### src/rtl/bin2bcd_seq_ctrl.sv
// ---------------------------------------------------------------------------
// bin2bcd_seq_ctrl
//   Sequential binary-to-BCD converter (double dabble). One rank of DIGITS
//   add-3 cells is reused every clock while the operand is shifted in MSB
//   first, one bit per cycle. Valid/ready handshakes on both sides.
//
// Handshake: a transfer happens on a rising edge where valid and ready are
//   both high. The producer must hold bin/in_valid until in_ready is seen
//   (nothing is buffered). bcd/out_valid stay stable until out_ready.
//
// Ports
//   clk        in   rising-edge clock
//   rst_n      in   asynchronous reset, active-low
//   in_valid   in   bin holds a value to convert
//   in_ready   out  converter can accept bin (high in IDLE only)
//   bin        in   [WIDTH-1:0] unsigned binary operand
//   out_valid  out  bcd holds a completed result
//   out_ready  in   consumer accepts bcd
//   bcd        out  [4*DIGITS-1:0] packed BCD, units digit in [3:0]
//   busy       out  high while shifting
// ---------------------------------------------------------------------------
module bin2bcd_seq_ctrl #(
    parameter int WIDTH  = 7,
    parameter int DIGITS = 3
) (
    input  logic                  clk,
    input  logic                  rst_n,
    input  logic                  in_valid,
    output logic                  in_ready,
    input  logic [WIDTH-1:0]      bin,
    output logic                  out_valid,
    input  logic                  out_ready,
    output logic [4*DIGITS-1:0]   bcd,
    output logic                  busy
);

    localparam int CW = (WIDTH > 1) ? $clog2(WIDTH) : 1;
    localparam int BW = 4 * DIGITS;

    function automatic logic [63:0] pow10(input int n);
        logic [63:0] r;
        r = 64'd1;
        for (int i = 0; i < n; i++) begin
            r = r * 64'd10;
        end
        return r;
    endfunction

    localparam logic [63:0] MAX_BIN = (64'd1 << WIDTH) - 64'd1;

    // Too few digits would silently truncate the largest operand.
    generate
        if (pow10(DIGITS) <= MAX_BIN) begin : g_bad_digits
            $error("bin2bcd_seq_ctrl: DIGITS too small for WIDTH");
        end
    endgenerate

    typedef enum logic [1:0] {
        ST_IDLE  = 2'd0,
        ST_SHIFT = 2'd1,
        ST_DONE  = 2'd2
    } state_t;

    state_t            state_q, state_d;
    logic [WIDTH-1:0]  shift_q, shift_d;
    logic [BW-1:0]     acc_q, acc_d;
    logic [CW-1:0]     count_q, count_d;
    logic [BW-1:0]     bcd_q, bcd_d;
    logic              out_valid_q, out_valid_d;
    logic              busy_q, busy_d;

    logic [BW-1:0]     acc_adj;
    logic [BW-1:0]     acc_shifted;

    // Add-3 rank: correct each digit before it is doubled by the shift.
    always_comb begin
        acc_adj = '0;
        for (int d = 0; d < DIGITS; d++) begin
            if (acc_q[4*d +: 4] >= 4'd5) begin
                acc_adj[4*d +: 4] = acc_q[4*d +: 4] + 4'd3;
            end else begin
                acc_adj[4*d +: 4] = acc_q[4*d +: 4];
            end
        end
    end

    // Binary MSB enters the units LSB; the accumulator top bit falls off
    // (never set, since the digit count is large enough).
    assign acc_shifted = {acc_adj[BW-2:0], shift_q[WIDTH-1]};

    always_comb begin
        state_d     = state_q;
        shift_d     = shift_q;
        acc_d       = acc_q;
        count_d     = count_q;
        bcd_d       = bcd_q;
        out_valid_d = out_valid_q;
        busy_d      = busy_q;
        case (state_q)
            ST_IDLE: begin
                if (in_valid) begin
                    shift_d = bin;
                    acc_d   = '0;
                    count_d = '0;
                    busy_d  = 1'b1;
                    state_d = ST_SHIFT;
                end
            end
            ST_SHIFT: begin
                acc_d   = acc_shifted;
                shift_d = shift_q << 1;
                count_d = count_q + 1'b1;
                if (count_q == CW'(WIDTH - 1)) begin
                    // Last bit: publish the post-shift accumulator.
                    bcd_d       = acc_shifted;
                    out_valid_d = 1'b1;
                    busy_d      = 1'b0;
                    state_d     = ST_DONE;
                end
            end
            ST_DONE: begin
                if (out_ready) begin
                    out_valid_d = 1'b0;
                    state_d     = ST_IDLE;
                end
            end
            default: begin
                out_valid_d = 1'b0;
                busy_d      = 1'b0;
                state_d     = ST_IDLE;
            end
        endcase
    end

    always_ff @(posedge clk or negedge rst_n) begin
        if (!rst_n) begin
            state_q     <= ST_IDLE;
            shift_q     <= '0;
            acc_q       <= '0;
            count_q     <= '0;
            bcd_q       <= '0;
            out_valid_q <= 1'b0;
            busy_q      <= 1'b0;
        end else begin
            state_q     <= state_d;
            shift_q     <= shift_d;
            acc_q       <= acc_d;
            count_q     <= count_d;
            bcd_q       <= bcd_d;
            out_valid_q <= out_valid_d;
            busy_q      <= busy_d;
        end
    end

    assign in_ready  = (state_q == ST_IDLE);
    assign out_valid = out_valid_q;
    assign bcd       = bcd_q;
    assign busy      = busy_q;

endmodule

### config.mk
export PLATFORM = sky130hd
export DESIGN_NAME = bin2bcd_seq_ctrl
export DESIGN_NICKNAME = d
export VERILOG_FILES = /design/src/rtl/bin2bcd_seq_ctrl.sv
export SDC_FILE = /design/constraint.sdc
export NUM_CORES = 1
export LEC_CHECK = 0
export ABC_CLOCK_PERIOD_IN_PS = 4000
export CORE_MARGIN = 8
export CORE_UTILIZATION = 35
export CTS_CLUSTER_DIAMETER = 200
export DETAILED_ROUTE_END_ITERATION = 7
export GPL_TIMING_DRIVEN = 1
export PLACE_DENSITY = 0.59
export SLEW_MARGIN = 20
export SYNTH_ARGS = -nofsm -noshare
export SYNTH_HDL_FRONTEND = slang
export SYNTH_SLANG_ARGS = --single-unit
### constraint.sdc
create_clock -name clk -period 4 [get_ports clk]
set_input_delay 0.8 -clock clk [delete_from_list [all_inputs] [get_ports clk]]
set_output_delay 0.8 -clock clk [all_outputs]
set_load 0.02 [all_outputs]
After elaboration in Yosys (flattened, before gate mapping) --
Cells that the tools add are included.
Operators by class: equality and inequality tests 6, shift operators 0, div/mod/pow operators 0, order comparisons 3, multiply operators 0, $add $sub $neg 4, reductions and logical operators 7, bitwise gates (word level) 2, muxes and demuxes 19
Operator list (count):
- $pmux 12 s2 | 1
- $pmux 7 s2 | 1
- $ge 4x3->1 const B | 3
- $mux 12 | 1
- $reduce_and 3->1 | 3
- $add 4x2->4 const B | 2
- $mux 4 | 2
- $mux 7 | 1
- $mux 2 | 3
- $mux 3 | 2
- $ne 2x2->1 const B | 3
- $pmux 1 s3 | 2
- $pmux 2 s3 | 1
- $pmux 3 s2 | 1
- $mux 1 | 4
- $reduce_and 2->1 | 2
- $add 3x1->3 const B | 1
- $add 3x2->3 const B | 1
- $eq 3x3->1 const B | 1
- $eq 2x1->1 const B | 1
- $eq 2x2->1 const B | 1
- $logic_not 2->1 | 1
- $not 1->1 | 2
- $reduce_bool 2->1 | 1
Word-level totals: input bits 11, RAM bits 0, output and inout port bits 15, ROM bits 0, word-level logic and storage cells 48, memories kept 0, register bits 38, bits in latches 0

Longest topological paths before layout --
word-level depth 3, gate-level depth with buffers 6, gate-level depth less buffers 6

Least setup slack after synthesis --
Ideal clock, no wire load.
kind register to output, start register state_q[0], end output in_ready, data required time 3200 ps, arrival time 900 ps, path buffers 1, path slack 2300 ps, stages on the path, launching flop included 3, cells stage by stage dfrtp_1 clkbuf_1 nor2_1
On the way: cells in the longest elaborated chain, start to end 1
RTL lines:
- start: declaration | RTL line 64 | state_t state_q, state_d;
- start signal: assignment | RTL line 145 | state_q <= state_d;
- $logic_not 2->1 | RTL line 155 | assign in_ready = (state_q == ST_IDLE);
- end: declaration | RTL line 29 | output logic in_ready,
No other way between the ends.

Final worst setup path --
Ends and elaborated chain as after synthesis.

==> out/summary.txt <==
Mapped Area = 0.00182 mm^2
Fraction of layout cells with a size suffix above 1 = 0.0607
Clock buffer depth = 2
Inserted Diodes = 0
Die X = 88.2 um
Core ar. = 0.00507 mm^2
Vias = 1346
Hold Crit Class = register to register
Count of different cell masters after synthesis = 27
Tmin final = 2.43 ns
Total CTS buffers = 5
Average size of a mapped cell = 9.65 um^2
R2r setup slk = 1.84 ns
P per Cell Area = 813 mW/mm^2
Post-DP HPWL = 2.56 mm
CP Class = register to primary output
I/O pin total = 26
Critical Path RT = 3.20 ns
GR Overflow Total = 0
CP max stage delay = 0.62 ns
Worst skew pair latency = 0.28 ns
PortBufs = 25
Antenna viol nets, final = 0
Worst reg2reg startpoint = state_q[0]
First-pass GRT wire length = 6.50 mm
Sum of negative setup slack = 0 ns
CP Capture Type = primary output
Initial antenna violation count = 0
Dpl cell area = 0.00213 mm^2
CTS tree = yes
Vias in the first global route = 1311
Hold buffer count at CTS = 0
VDD IR max = 359 uV
Area growth syn-to-layout = 22.7%
RR Endpoint = bcd[0]
Sequential element share of the synthesized area = 0.521
Commonest non-fill, non-tap cell in the layout = dfrtp_1
Total track usage = 0.106
Pin count of the biggest net entering global routing = 39
Design area = 0.00224 mm^2
Placed Cells = 277
Worst EP arrival = 1.63 ns
Pre-antenna DRT Iters = 4
Final RePlAce weighted congestion = 0.753
Synth warn = 0
Slowest stage cell on the critical path = clkdlybuf4s50_1
Most frequent cells in the layout = dfrtp_1 (38), nand2_1 (29), o21ai_0 (27), clkdlybuf4s50_1 (24), a21oi_1 (15)
CTS resizes = 0
Layout net count = 233
Max Cap Viol = 0
Design Power = 1820 uW
Reg clk slew, reported paths = 0.07 ns
Initial Util = 0.359
Final Hold Violating Endpoints = 0
Htree depth = 2
Outcome = complete, no violations
DIE HEIGHT = 88.2 um
Worst Clk Skew = 0.00434 ns
RSZ-0062 raised after global routing = no
CP Launch Point = state_q[0]
Fmax = 412 MHz
CP Max Fanout = 16
Sink Count = 38
Worst-margin pin slew = 0.870 ns
Via/cell ratio = 4.74
Hold path startpoint = acc_q[9]
Total die area = 0.00778 mm^2
Synthesized flop and latch total = 38
Fin crit share = 0.607
Max Slew Vio Count = 0
Syn nets = 208
Number of post-CTS setup repair buffers = 0
CP Cell Sequence = nor2_1, clkdlybuf4s50_1
1st-iter DRT viols = 69
WL final = 3.83 mm
Drt wl/cell = 13.5 um
Worst reg2reg path depth = 3
Mapped Cells = 189
CP startpoint kind = register
Hold path depth = 2
Clk Tree Root Cell = clkbuf_8
Hold Path Sink = acc_q[9]
Final number of setup-violating endpoints = 0
DRC = 0
Leak = 0.000956 uW
Slew HR = 0.420
Final non-filler cell total = 284
FP Rows = 26
-- how the worst max path moves through the flow --
stage,endpoint,slack (ns),depth (start not counted)
floorplan,in_ready,2.30,2
global placement,shift_q[0],1.68,4
detailed placement,shift_q[3],1.63,4
CTS,in_ready,1.56,2
global route,in_ready,1.48,2
finish,in_ready,1.57,2
-- per-layer routing --
metal	GRT usage	vias to the layer above	wire, um
li1	-	700	-
met2	0.150	32	1600
met3	0.0450	4	190
met1	0.144	610	2010
met4	0.0276	0	27
met5	0	-	0
-- sequential cells by signal, indices dropped and copies added (netlist names) --
signal,cells
state_q,2
shift_q,7
busy,1
count_q,3
out_valid,1
bcd,12
acc_q,12
-- critical path, delay by kind of cell, from the launching register on --
kind | cells | cell delay (ns)
buffers and inverters | 1 | 0.62
flip-flops | 1 | 0.56
AND/OR/NAND/NOR | 1 | 0.17
-- metrics by stage --
stage | utilization | hold WS [ns] | setup slack, ns
after detailed placement | 0.419 | 0.471 | 1.63
after global placement | 0.419 | 0.465 | 1.68
after CTS | 0.441 | 0.488 | 1.56
after global routing | 0.441 | 0.513 | 1.48
final | 0.441 | 0.482 | 1.57
after floorplan | - | 0.450 | 2.30
-- Yosys cell counts --
master / number / area share
nand3_1: 3 / 0.0082
mux2_1: 1 / 0.0062
o21ai_0: 27 / 0.074
clkbuf_1: 3 / 0.0062
o21ai_1: 8 / 0.022
and2b_1: 1 / 0.0041
dfrtp_1: 38 / 0.52
xnor2_1: 3 / 0.014
nand2_1: 29 / 0.060
buf_2: 4 / 0.011
o21bai_1: 1 / 0.0041
nor2b_1: 8 / 0.027
nor3b_1: 5 / 0.021
mux2_2: 3 / 0.019
ha_1: 8 / 0.055
nor2_1: 3 / 0.0062
a22o_1: 2 / 0.0096
nor3_1: 3 / 0.0082
a21oi_1: 15 / 0.041
a31oi_1: 2 / 0.0069
buf_4: 1 / 0.0041
nand3b_1: 1 / 0.0041
a22oi_1: 6 / 0.025
mux2i_1: 1 / 0.0055
nand2b_1: 5 / 0.017
nand3_2: 1 / 0.0055
inv_1: 7 / 0.014
-- report_power, final --
part	total (uW)	internal, uW	switching [uW]	leakage (uW)
clock	330	200	130	0.0000573
sequential	702	546	156	0.000485
combinational	788	357	431	0.000414
-- area by class of cell --
type,instances,area (um^2)
clock buffer,6,82.6
clock inverter,1,30.0
fill,535,2840
inverter,7,26.3
multi-input combinational,136,808
sequential,38,951
tap,70,87.6
timing repair buffer,26,253
-- logic make-up after synthesis --
group | share of synthesized area
AOI/OAI and AO/OA | 0.182
xor gates and xnor gates | 0.0144
adders and majority gates | 0.0549
buffers and inverters | 0.0357
DFF | 0.521
muxes | 0.0302
and+or+nand+nor | 0.161
Note: power is estimated with default switching activity, not from simulation.
